**config.mk**
```make
export PLATFORM = sky130hd
export DESIGN_NAME = load_store_unit_flat
export DESIGN_NICKNAME = d
export VERILOG_FILES = /design/src/rtl/lsu_pkg.sv /design/src/rtl/lsu_if.sv /design/src/rtl/lsu_addr_gen.sv /design/src/rtl/load_store_unit.sv /design/src/flat_wrapper.sv
export SDC_FILE = /design/constraint.sdc
export NUM_CORES = 1
export LEC_CHECK = 0
export BUFFER_PORTS_ARGS = -buffer_cell sky130_fd_sc_hd__buf_2
export CAP_MARGIN = 10
export CORE_MARGIN = 5
export CORE_UTILIZATION = 40
export DETAILED_ROUTE_END_ITERATION = 7
export PLACE_DENSITY = 0.79
export SLEW_MARGIN = 20
export SYNTH_ARGS = -nofsm -noshare
export SYNTH_HDL_FRONTEND = slang
export SYNTH_SLANG_ARGS = --single-unit
```
**constraint.sdc**
```tcl
create_clock -name clk -period 2.8 [get_ports clk]
set_input_delay 0.14 -clock clk [delete_from_list [all_inputs] [get_ports clk]]
set_output_delay 0.14 -clock clk [all_outputs]
set_load 0.05 [all_outputs]
```
**src/rtl/lsu_pkg.sv**
```systemverilog
// Shared types and defaults for the load/store unit slice.
package lsu_pkg;

  localparam int unsigned DATA_W_DEF = 32;
  localparam int unsigned ADDR_W_DEF = 5;
  localparam int unsigned IMM_W      = 12;
  localparam int unsigned TAG_W      = 5;

  typedef enum logic [1:0] {
    IDLE  = 2'd0,
    ISSUE = 2'd1,
    WAIT  = 2'd2,
    RESP  = 2'd3
  } lsu_state_e;

  function automatic logic [31:0] sext_imm(input logic [IMM_W-1:0] imm);
    return {{(32-IMM_W){imm[IMM_W-1]}}, imm};
  endfunction

endpackage

```
**src/rtl/lsu_if.sv**
```systemverilog
// Request/response channel (core <-> LSU) and memory port (LSU <-> data memory).
interface lsu_req_if #(
  parameter int unsigned DATA_W = lsu_pkg::DATA_W_DEF
) ();
  logic                       req_valid;
  logic                       req_ready;
  logic                       req_is_store;
  logic [31:0]                req_base;
  logic [lsu_pkg::IMM_W-1:0]  req_imm;
  logic [DATA_W-1:0]          req_wdata;
  logic [lsu_pkg::TAG_W-1:0]  req_rd;
  logic                       resp_valid;
  logic                       resp_ready;
  logic [DATA_W-1:0]          resp_data;
  logic [lsu_pkg::TAG_W-1:0]  resp_rd;
  logic                       resp_err;

  modport master (
    output req_valid, req_is_store, req_base, req_imm, req_wdata, req_rd, resp_ready,
    input  req_ready, resp_valid, resp_data, resp_rd, resp_err
  );
  modport slave (
    input  req_valid, req_is_store, req_base, req_imm, req_wdata, req_rd, resp_ready,
    output req_ready, resp_valid, resp_data, resp_rd, resp_err
  );
endinterface

interface lsu_mem_if #(
  parameter int unsigned DATA_W = lsu_pkg::DATA_W_DEF,
  parameter int unsigned ADDR_W = lsu_pkg::ADDR_W_DEF
) ();
  logic              mem_wr_en;
  logic [ADDR_W-1:0] mem_wr_addr;
  logic [DATA_W-1:0] mem_wr_data;
  logic              mem_rd_en;
  logic [ADDR_W-1:0] mem_rd_addr;
  logic [DATA_W-1:0] mem_rd_data;

  modport master (
    output mem_wr_en, mem_wr_addr, mem_wr_data, mem_rd_en, mem_rd_addr,
    input  mem_rd_data
  );
  modport slave (
    input  mem_wr_en, mem_wr_addr, mem_wr_data, mem_rd_en, mem_rd_addr,
    output mem_rd_data
  );
endinterface

```
**src/rtl/lsu_addr_gen.sv**
```systemverilog
// Effective address: base + sext(imm) -> word index plus alignment/range flags.
module lsu_addr_gen
  import lsu_pkg::*;
#(
  parameter int unsigned ADDR_W = ADDR_W_DEF
) (
  input  logic [31:0]       base_i,
  input  logic [IMM_W-1:0]  imm_i,
  output logic [ADDR_W-1:0] idx_o,
  output logic              misaligned_o,
  output logic              out_of_range_o
);
  logic [31:0] eff;

  always_comb begin
    eff            = base_i + sext_imm(imm_i);
    idx_o          = eff[ADDR_W+1:2];
    misaligned_o   = |eff[1:0];
    out_of_range_o = |eff[31:ADDR_W+2];
  end
endmodule

```
**src/rtl/load_store_unit.sv**
```systemverilog
// Single-outstanding LW/SW requester for the data memory with a valid/ready response.
module load_store_unit
  import lsu_pkg::*;
#(
  parameter int unsigned DATA_W = DATA_W_DEF,
  parameter int unsigned ADDR_W = ADDR_W_DEF
) (
  input  logic       clk,
  input  logic       rst,
  lsu_req_if.slave   req,
  lsu_mem_if.master  mem
);
  lsu_state_e        state_q, state_d;
  logic              store_q;
  logic [TAG_W-1:0]  rd_q;
  logic              err_q;
  logic [DATA_W-1:0] resp_data_q;
  logic [ADDR_W-1:0] wr_addr_q, rd_addr_q;
  logic [DATA_W-1:0] wr_data_q;

  logic [ADDR_W-1:0] idx;
  logic              misaligned, out_of_range, bad_addr;
  logic              ready, accept;

  lsu_addr_gen #(.ADDR_W(ADDR_W)) u_addr_gen (
    .base_i         (req.req_base),
    .imm_i          (req.req_imm),
    .idx_o          (idx),
    .misaligned_o   (misaligned),
    .out_of_range_o (out_of_range)
  );

  assign bad_addr = misaligned | out_of_range;
  assign ready    = (state_q == IDLE) & rst;
  assign accept   = req.req_valid & ready;

  always_ff @(posedge clk or negedge rst) begin
    if (!rst) state_q <= IDLE;
    else      state_q <= state_d;
  end

  always_comb begin
    state_d = state_q;
    unique case (state_q)
      IDLE:  if (accept) state_d = bad_addr ? RESP : ISSUE;
      ISSUE: state_d = store_q ? RESP : WAIT;
      WAIT:  state_d = RESP;
      RESP:  if (req.resp_ready) state_d = IDLE;
      default: state_d = IDLE;
    endcase
  end

  always_comb begin
    req.req_ready  = ready;
    req.resp_valid = (state_q == RESP);
    req.resp_data  = resp_data_q;
    req.resp_rd    = rd_q;
    req.resp_err   = err_q;
    mem.mem_wr_en  = (state_q == ISSUE) & store_q;
    mem.mem_rd_en  = (state_q == ISSUE) & ~store_q;
    mem.mem_wr_addr = wr_addr_q;
    mem.mem_wr_data = wr_data_q;
    mem.mem_rd_addr = rd_addr_q;
  end

  // Memory address/data registers only load on a good request, so they hold
  // their last driven value across error requests and idle periods.
  always_ff @(posedge clk or negedge rst) begin
    if (!rst) begin
      store_q     <= 1'b0;
      rd_q        <= '0;
      err_q       <= 1'b0;
      resp_data_q <= '0;
      wr_addr_q   <= '0;
      rd_addr_q   <= '0;
      wr_data_q   <= '0;
    end else if (accept) begin
      store_q     <= req.req_is_store;
      rd_q        <= req.req_rd;
      err_q       <= bad_addr;
      resp_data_q <= '0;
      if (!bad_addr) begin
        if (req.req_is_store) begin
          wr_addr_q <= idx;
          wr_data_q <= req.req_wdata;
        end else begin
          rd_addr_q <= idx;
        end
      end
    end else if (state_q == WAIT) begin
      resp_data_q <= mem.mem_rd_data;
    end
  end
endmodule

```
**src/flat_wrapper.sv**
```systemverilog
// flat-port wrapper written by rule: the top's interface ports become plain ports
module load_store_unit_flat import lsu_pkg::*;
#(
  parameter int unsigned DATA_W = DATA_W_DEF,
  parameter int unsigned ADDR_W = ADDR_W_DEF
)
  (clk, rst, req_req_valid, req_req_is_store, req_req_base, req_req_imm, req_req_wdata, req_req_rd, req_resp_ready, req_req_ready, req_resp_valid, req_resp_data, req_resp_rd, req_resp_err, mem_mem_wr_en, mem_mem_wr_addr, mem_mem_wr_data, mem_mem_rd_en, mem_mem_rd_addr, mem_mem_rd_data);
  lsu_req_if #(.DATA_W(DATA_W)) req_i ();
  lsu_mem_if #(.DATA_W(DATA_W), .ADDR_W(ADDR_W)) mem_i ();
  input  logic clk;
  input  logic rst;
  input wire logic [$bits(req_i.req_valid)-1:0] req_req_valid;
  input wire logic [$bits(req_i.req_is_store)-1:0] req_req_is_store;
  input wire logic [$bits(req_i.req_base)-1:0] req_req_base;
  input wire logic [$bits(req_i.req_imm)-1:0] req_req_imm;
  input wire logic [$bits(req_i.req_wdata)-1:0] req_req_wdata;
  input wire logic [$bits(req_i.req_rd)-1:0] req_req_rd;
  input wire logic [$bits(req_i.resp_ready)-1:0] req_resp_ready;
  output wire logic [$bits(req_i.req_ready)-1:0] req_req_ready;
  output wire logic [$bits(req_i.resp_valid)-1:0] req_resp_valid;
  output wire logic [$bits(req_i.resp_data)-1:0] req_resp_data;
  output wire logic [$bits(req_i.resp_rd)-1:0] req_resp_rd;
  output wire logic [$bits(req_i.resp_err)-1:0] req_resp_err;
  output wire logic [$bits(mem_i.mem_wr_en)-1:0] mem_mem_wr_en;
  output wire logic [$bits(mem_i.mem_wr_addr)-1:0] mem_mem_wr_addr;
  output wire logic [$bits(mem_i.mem_wr_data)-1:0] mem_mem_wr_data;
  output wire logic [$bits(mem_i.mem_rd_en)-1:0] mem_mem_rd_en;
  output wire logic [$bits(mem_i.mem_rd_addr)-1:0] mem_mem_rd_addr;
  input wire logic [$bits(mem_i.mem_rd_data)-1:0] mem_mem_rd_data;
  assign req_i.req_valid = req_req_valid;
  assign req_i.req_is_store = req_req_is_store;
  assign req_i.req_base = req_req_base;
  assign req_i.req_imm = req_req_imm;
  assign req_i.req_wdata = req_req_wdata;
  assign req_i.req_rd = req_req_rd;
  assign req_i.resp_ready = req_resp_ready;
  assign req_req_ready = req_i.req_ready;
  assign req_resp_valid = req_i.resp_valid;
  assign req_resp_data = req_i.resp_data;
  assign req_resp_rd = req_i.resp_rd;
  assign req_resp_err = req_i.resp_err;
  assign mem_mem_wr_en = mem_i.mem_wr_en;
  assign mem_mem_wr_addr = mem_i.mem_wr_addr;
  assign mem_mem_wr_data = mem_i.mem_wr_data;
  assign mem_mem_rd_en = mem_i.mem_rd_en;
  assign mem_mem_rd_addr = mem_i.mem_rd_addr;
  assign mem_i.mem_rd_data = mem_mem_rd_data;
  load_store_unit #(.DATA_W(DATA_W), .ADDR_W(ADDR_W)) u_core (.clk(clk), .rst(rst), .req(req_i), .mem(mem_i));
endmodule
```
# Word level (Yosys, flattened, before mapping)
# Cells that the tools add are included.
word_totals:
  ff_bits: 83
op_classes:
  n_addsub: 1
  n_eq_ne: 5
  n_mux: 7
  n_bitwise: 8
  n_reduce_logical: 7
ops:
  columns: ["cell", "n"]
  rows:
  - ["two-way mux 32 bit", 2]
  - ["adder 32 bit", 1]
  - ["OR reduction 25 bit", 1]
  - ["one-hot mux 2 bit (4 select lines)", 1]
  - ["two-way mux 2 bit", 3]
  - ["AND reduction 3 bit", 2]
  - ["bitwise AND 1 bit", 4]
  - ["equality test 2 bit (second input constant)", 2]
  - ["NOT 1 bit", 3]
  - ["equality test 2 x 1 -> 1 bit (second input constant)", 1]
  - ["logical NOT 2 bit", 1]
  - ["!= test 2 x 1 -> 1 bit (second input constant)", 1]
  - ["!= test 2 bit (second input constant)", 1]
  - ["AND reduction 2 bit", 1]
  - ["nonzero test 2 bit", 1]
  - ["OR reduction 2 bit", 1]
  - ["two-way mux 1 bit", 1]
  - ["OR 1 bit", 1]

# Depth between registers and ports, before layout
# Gate-level depths: netlist (run 1).
depth:
  word_depth: 6
  ltp_mapped: 12
  ltp_nobuf: 11

# By module
# From an unflattened synthesis (run 1), not the netlist that was laid out.
unflattened:
  hier_cells: 550
  area_unflattened_um2: 5617.9
by_module_without_submodules:
  columns: ["module", "instances", "cells_per_inst", "area_per_inst_um2", "seq_area_each_um2"]
  rows:
  - ["load_store_unit", 1, 233, 3443.3, 2077.0]
  - ["lsu_addr_gen", 1, 317, 2174.6, 0.0]

# Worst setup path before layout (run 1)
# OpenSTA, ideal clock, no wires.
synth_path:
  path_kind: "input-to-reg"
  startpoint: "in req_req_imm[0]"
  endpoint: "reg u_core.wr_addr_q[0], in the netlist u_core.mem.mem_wr_addr[0]"
  setup_time_ns: 0.125
  t_arrival_ns: 3.524
  path_slack_ns: -0.849
  cell_stages: 12
  n_path_buf: 1
  cell_sequence: "ha_1 -> fa_1 -> a21o_1 -> a221oi_4 -> nor2_2 -> or4_4 -> a2111oi_2 -> nand4_1 -> nor4_4 -> nand4_4 -> buf_6 -> mux2_4"
synth_via:
  elab_chain_cells: 5
  elab_cells_between_ends: 6
  classes_between: "add/sub (1); bitwise (2); reduce/logical (3)"
synth_rtl:
  columns: ["item", "line_no", "rtl"]
  rows:
  - ["start, declared", "flat_wrapper.sv:15", "input wire logic [$bits(req_i.req_imm)-1:0] req_req_imm;"]
  - ["adder 32 bit *", "lsu_addr_gen.sv:16", "eff = base_i + sext_imm(imm_i);"]
  - ["OR reduction 25 bit / OR reduction 2 bit (equally long branches)", "lsu_addr_gen.sv:19, lsu_addr_gen.sv:18", null]
  - ["OR 1 bit", "load_store_unit.sv:33", "assign bad_addr = misaligned | out_of_range;"]
  - ["NOT 1 bit (no line)", null, null]
  - ["AND reduction 3 bit (no line)", null, null]
  - ["end signal, assigned", "load_store_unit.sv:84", "wr_addr_q <= idx;"]
  - ["end, declared", "load_store_unit.sv:18", "logic [ADDR_W-1:0] wr_addr_q, rd_addr_q;"]
# Every way passes the cells marked *; elsewhere a longest branch is shown, timed or not.
# A chain may end at the register's enable or synchronous reset.

# Worst setup path in the final report (run 1)
layout_path:
  startpoint: "in req_req_imm[0]"
  endpoint: "reg u_core.wr_data_q[12], in the netlist u_core.mem.mem_wr_data[12]"
layout_via:
  elab_chain_cells: 5
  elab_cells_between_ends: 6
  classes_between: "add/sub (1); bitwise (2); reduce/logical (3)"
layout_rtl:
  columns: ["item", "line_no", "rtl"]
  rows:
  - ["adder 32 bit *", "lsu_addr_gen.sv:16", null]
  - ["OR reduction 25 bit / OR reduction 2 bit (equally long branches)", "lsu_addr_gen.sv:19, lsu_addr_gen.sv:18", null]
  - ["OR 1 bit *", "load_store_unit.sv:33", null]
  - ["NOT 1 bit (no line) *", null, null]
  - ["AND reduction 3 bit (no line) *", null, null]
  - ["end signal, assigned", "load_store_unit.sv:85", "wr_data_q <= req.req_wdata;"]
  - ["end, declared", "load_store_unit.sv:19", "logic [DATA_W-1:0] wr_data_q;"]
# Marks and branches as above.

==> flow_summary.ini, run 1 <==
[synth]
ys_warn_count = 0
async_flop_share_pct = 100
synth_nets = 711
syn_area_mm2 = 0.00558
syn_inst = 556
synth_top_cell_by_area = dfrtp_1
yosysTopAreaCellShare_pct = 37.3
synth_common_cells = dfrtp_1, nor2_1, nand2_1
synth-edff-count = 0
synthTopCellsByArea = dfrtp_1, ha_1, mux2_4
synth_seq_area_share_pct = 37.3
syn_area_per_cell_um2 = 10.0
ys_seq_elements = 83
ys.flop_type = dfrtp_1
synth_most_common_cell = dfrtp_1
yosysUniqueCellTypes = 61

[sta]
whs_ns = -0.0442
rsz0062_at_grt = true
setup-violations-final = 44
drv_slew = 0
maxSlewHeadroom_pct = 50.9
finalHoldViolCount = 42
fin_skew_ns = 0.00371
period_needed_ns = 3.20
period_share_pct = 114
fmax_ghz = 0.312
worst_pin_slew_ns = 0.737
finalWorstSetupSlack_ns = -0.401

[min_path]
hold_path_class = primary input to asynchronous set/reset pin

[floorplanning]
coreArea_mm2 = 0.0138
die-area_mm2 = 0.0164
die_x_um = 128
chipHeight_um = 128
ios = 202
row_count = 43
initial_utilization_pct = 40.5

[grt]
overflow = 0
grt_usage_pct = 20.5
grt_max_degree = 84
antenna_found_initial = 1
grt_pass1_wl_mm = 27.3
grt_pass1_vias = 5553

[placement]
dp_hpwl_mm = 13.9
port_buffers = 201
dpl.cell_count = 1037
gp_congestion = 0.886
placed_cell_area_mm2 = 0.00768

[detailed_routing]
ant_nets = 0
viasPerCell = 5.23
wirelength_mm = 17.0
dr.pass1.iters = 4
wire_per_inst_um = 16.0
drc = 0
num_vias = 5530
drt-initial-drc-count = 317

[clock_tree]
cts_buffer_depth = 2
clock_latency_ns = 0.32
cts_buffers = 9
htree_levels = 3
cts_tree = done
cts_root_buffer = clkbuf_16
cts_sinks = 83
clk_pin_slew_worst_paths_ns = 0.06

[setup_path]
cpPeakStageDelay_ns = 0.49
cpLargestDelayFamily = simple AND/OR/NAND/NOR gates
critical_path_required_ns = 3.00
cp-start-kind = primary input
worstPathMaxFanout = 37
crit_type = primary input to flop
crit_buf_inv = 2
cp-end-kind = flop
path_cells = buf_6 -> ha_4 -> fa_2 -> a21o_1 -> a221oi_4 -> nor2_2 -> or3_4 -> a41oi_2 -> or4b_4 -> nor4_4 -> nand4_4 -> buf_12 -> mux2_4
cp.arrival_ns = 3.40
slowest_stage = or4b_4

[finish]
seq_area_mm2 = 0.00208
fill_cells = 1204
layout.nets = 1030
diodes = 0
finalNonFillerCells = 1058
design_area_mm2 = 0.00809
multiInputGateArea_mm2 = 0.00340
drive_above_1_share_pct = 47.7
area_growth_pct = 45.1

[outcome]
violations = hold timing, setup timing
status = finished with violations

[power_and_ir_drop]
vdd_drop_max_uv = 641
powerDensity_mw_per_mm2 = 732
p_leak_nw = 4.32

[run]
drv_cap = 0
==> routing by layer <==
metal	global-route usage, %	wire, um	vias to the layer above
met1	24.3	6640	2624
met4	6.74	415	2
met2	36.6	8640	192
li1	-	-	2679
met3	4.54	1270	33
met5	0	13	-
==> what timing repair did <==
| item | 4_1_cts | 5_1_grt |
|---|---|---|
| endpoints found under the setup margin | 44 | 44 |
| setup buffers | 3 | 2 |
| pin swaps | 1 | 0 |
| hold endpoints to repair | 2 | 0 |
| hold buffers | 2 | 0 |
| resized for setup | 6 | 8 |
==> sequential cells by signal, indices dropped and copies added (netlist names) <==
name and count:
u_core.mem.mem_wr_data 32, u_core.req.resp_data 32, u_core.mem.mem_rd_addr 5, u_core.mem.mem_wr_addr 5, u_core.req.resp_rd 5, u_core.state_q 2
u_core.req.resp_err 1, u_core.store_q 1
==> cells in the final DEF (no fill, tap or decap), drive strengths merged, types with 10 or more instances in the layout <==
cell / count
a21oi: 42
buf: 332
clkbuf: 10
dfrtp: 83
ha: 36
inv: 13
mux2: 44
mux2i: 37
nand2: 45
nand4: 11
nor2: 58
o21ai: 27
xnor2: 10
==> where the power goes <==
| group | leakage, nW | switching, mW | internal [mW] |
|---|---|---|---|
| registers | 1.08 | 0.178 | 1.51 |
| logic | 3.11 | 2.09 | 1.03 |
| clock network | 0.137 | 0.439 | 0.678 |
==> worst reg2reg max path, stage by stage, from the launching register on <==
cell	delay [ns]
dfrtp_1	0.40
inv_1	0.15
ha_1	0.20
and2_1	0.15
nand2_1	0.23
nor2_1	0.19
nand4_1	0.13
buf_6	0.15
mux2_4	0.29
==> layout make-up <==
| type | count | share of cell area, % |
|---|---|---|
| clock buffer | 9 | 2.78 |
| clock inverter | 5 | 0.696 |
| inverter | 13 | 0.603 |
| multi-input combinational | 433 | 42.0 |
| sequential | 83 | 25.7 |
| tap | 180 | 2.78 |
| timing repair buffer | 335 | 25.4 |
==> per-stage QoR <==
step | utilization, % | setup TNS (ns) | setup WS [ns] | power, mW
floorplan | - | -30.11 | -0.753 | 3.81
global placement | 55.8 | -31.24 | -0.764 | 4.71
detailed placement | 55.8 | -33.81 | -0.853 | 4.78
CTS | 58.3 | -15.81 | -0.385 | 5.96
global route | 58.7 | -21.83 | -0.522 | 6.24
finish | 58.7 | -16.19 | -0.401 | 5.92
==> cell families after synthesis <==
family / Yosys count / share of synthesized area, %
and+or+nand+nor: 171 / 15.4
AOI/OAI and AO/OA: 129 / 15.9
DFF: 83 / 37.3
muxes: 81 / 17.5
buffers and inverters: 40 / 3.16
adders and majority gates: 37 / 8.44
xor gates and xnor gates: 15 / 2.36
==> final timing paths <==
path | depth (start not counted) | to | slack, ns | start
setup / recovery | 13 | u_core.mem.mem_wr_data[12] | -0.40 | req_req_imm[0]
hold / removal | 2 | u_core.state_q[0] | -0.04 | rst
setup reg to reg | 8 | u_core.mem.mem_rd_addr[3] | 0.79 | u_core.state_q[0]
hold reg to reg | 1 | u_core.req.resp_err | 0.47 | u_core.req.resp_err
max in group asynchronous | 2 | u_core.mem.mem_wr_addr[3] | 2.32 | rst
min in group clk | 3 | u_core.req.resp_rd[0] | 0.01 | req_req_rd[0]
No activity file was read; power rests on OpenSTA's default activity.
==> run 2, diff against run 1 <==
==> constraint.sdc (replaced) <==
create_clock -name clk -period 3.2 [get_ports clk]
set_input_delay 0.16 -clock clk [delete_from_list [all_inputs] [get_ports clk]]
set_output_delay 0.16 -clock clk [all_outputs]
set_load 0.05 [all_outputs]
==> flow_summary.ini, run 2 (same netlist as run 1, synthesis figures left out) <==
[setup_path]
reg2reg_from = u_core.state_q[0]
crit_type = primary input to flop
r2r_cells = 8
r2r_slack_ns = 1.16
cp.arrival_ns = 3.44
cp-start-kind = primary input
cp-end-kind = flop
worstPathMaxFanout = 37
reg2reg_to = u_core.mem.mem_rd_addr[1]
critical_path_required_ns = 3.42

[sta]
finalWorstSetupSlack_ns = -0.0295
period_needed_ns = 3.23
setup-violations-final = 30
period_share_pct = 101
maxSlewHeadroom_pct = 34.1
fin_skew_ns = 0.00534
rsz0062_at_grt = true
worst_pin_slew_ns = 0.988
whs_ns = 0.0169
fin_tns_setup_ns = -0.395
fmax_ghz = 0.310
finalHoldViolCount = 0
drv_slew = 0

[grt]
overflow = 0
gr-usage-met2_pct = 36.2
antenna_found_initial = 4
grt_pass1_vias = 5363
met1_usage_pct = 23.3
met3_usage_pct = 3.79
grt_usage_pct = 20.1
grt_pass1_wl_mm = 26.5
busiest_layer = met2
grt_max_degree = 48

[detailed_routing]
dr.pass1.iters = 4
wirelength_mm = 16.9
wire_per_inst_um = 16.1
drt-initial-drc-count = 270
drc = 0
num_vias = 5403
viasPerCell = 5.16
ant_nets = 0

[finish]
drive_above_1_share_pct = 46.6
post-route-util_pct = 58.2
final_cell_mix = buf_2, buf_4, dfrtp_1, nor2_1, nand2_1
design_area_mm2 = 0.00802
layout.nets = 1015
layout_commonest_cell = buf_2
area_growth_pct = 43.9

[placement]
gp_congestion = 0.920
pre_cts_slack_ns = -0.487
placed_cell_area_mm2 = 0.00761
port_buffers = 201
dp_hpwl_mm = 13.8

[clock_tree]
clock_latency_ns = 0.34
cts_tree = done
cts_buffers = 9
clk_pin_slew_worst_paths_ns = 0.06
cts_buffer_depth = 2
cts_root_buffer = clkbuf_16
cts_sinks = 83
htree_levels = 3

[floorplanning]
coreArea_mm2 = 0.0138
chipHeight_um = 128
ios = 202
row_count = 43
die-area_mm2 = 0.0164
die_x_um = 128
initial_utilization_pct = 40.5

[power_and_ir_drop]
powerDensity_mw_per_mm2 = 663
switching_share_pct = 44.5
cell_internal_pwr_mw = 2.95
pwr-share-clk_pct = 22.0
vdd_drop_max_uv = 442
pwr-share-seq_pct = 27.5
pwr-share-comb_pct = 50.5
p_leak_nw = 4.28
switchingPower_mw = 2.37

[outcome]
violations = setup timing
status = finished with violations

[min_path]
whs_endpoint = u_core.req.resp_rd[2]
holdPathStages = 3
hp-start = req_req_rd[2]
hold_path_class = primary input to flop

[run]
drv_cap = 0
## run 2: cell types whose count changed in the layout (fill, tap and decap cells not counted), sizes merged
cell	previous run	this run
buf	332	319
bufinv	1	3
clkbuf	10	9
clkinv	3	1
clkinvlp	1	0
diode	0	3
dlygate4sd3	2	1
inv	13	15
## run 2: power groups by stage
| stage | logic (mW) | registers [mW] | clock network [mW] |
|---|---|---|---|
| after floorplan | 1.00 | 2.33 | 0 |
| after global placement | 2.63 | 1.47 | 0 |
| after detailed placement | 2.67 | 1.48 | 0 |
| after CTS | 2.69 | 1.46 | 1.19 |
| after global routing | 2.86 | 1.50 | 1.23 |
| final | 2.69 | 1.46 | 1.17 |
## run 2: timing repair
item                       CTS  global route
buffers inserted             1             0
hold buffers                 1             0
setup endpoints to repair   42            43
resized for setup            4             4
hold endpoints to repair    36             0
## run 2: final cells by class
class                   instances  area [um^2]
clock inverters                 6          113
repair buffers                320         1930
clock buffers                   9          225
fillers                      1199         5750
multi-input cells             433         3390
diodes                          3         7.51
inverters                      13         48.8
flip-flops and latches         83         2080
well taps                     180          225
## run 2: worst max-delay path by stage
stage / from / endpoint / slack [ns] / depth (start not counted)
detailed placement: req_req_imm[0] / u_core.mem.mem_rd_addr[0] / -0.49 / 13
finish: req_req_imm[0] / u_core.mem.mem_wr_data[0] / -0.03 / 13
CTS: req_req_imm[0] / u_core.mem.mem_wr_data[14] / -0.04 / 13
global route: req_req_imm[0] / u_core.mem.mem_wr_data[0] / -0.14 / 13
global placement: req_req_imm[0] / u_core.mem.mem_rd_addr[2] / -0.38 / 13
floorplan: req_req_imm[0] / u_core.mem.mem_wr_addr[0] / -0.37 / 12
## run 2: worst max-delay path: stages
cell and delay, ns:
buf_6 0.10, ha_4 0.15, fa_2 0.35, a21o_1 0.20, a221oi_4 0.34, nor2_2 0.08, or3_4 0.34, a41oi_2 0.15
or4b_4 0.49, nor4_4 0.36, nand4_4 0.14, buf_12 0.23, mux2_4 0.33
## run 2: stage by stage
stage	total power [mW]	std cells
final	5.32	1047
after global routing	5.60	1047
after CTS	5.34	1044
after detailed placement	4.15	1027
after global placement	4.10	1027
after floorplan	3.33	556
## run 2: layer usage
metal	vias up	wire length, um
li1	2656	-
met4	2	443
met5	-	13
met1	2523	6760
met2	190	8490
met3	32	1190
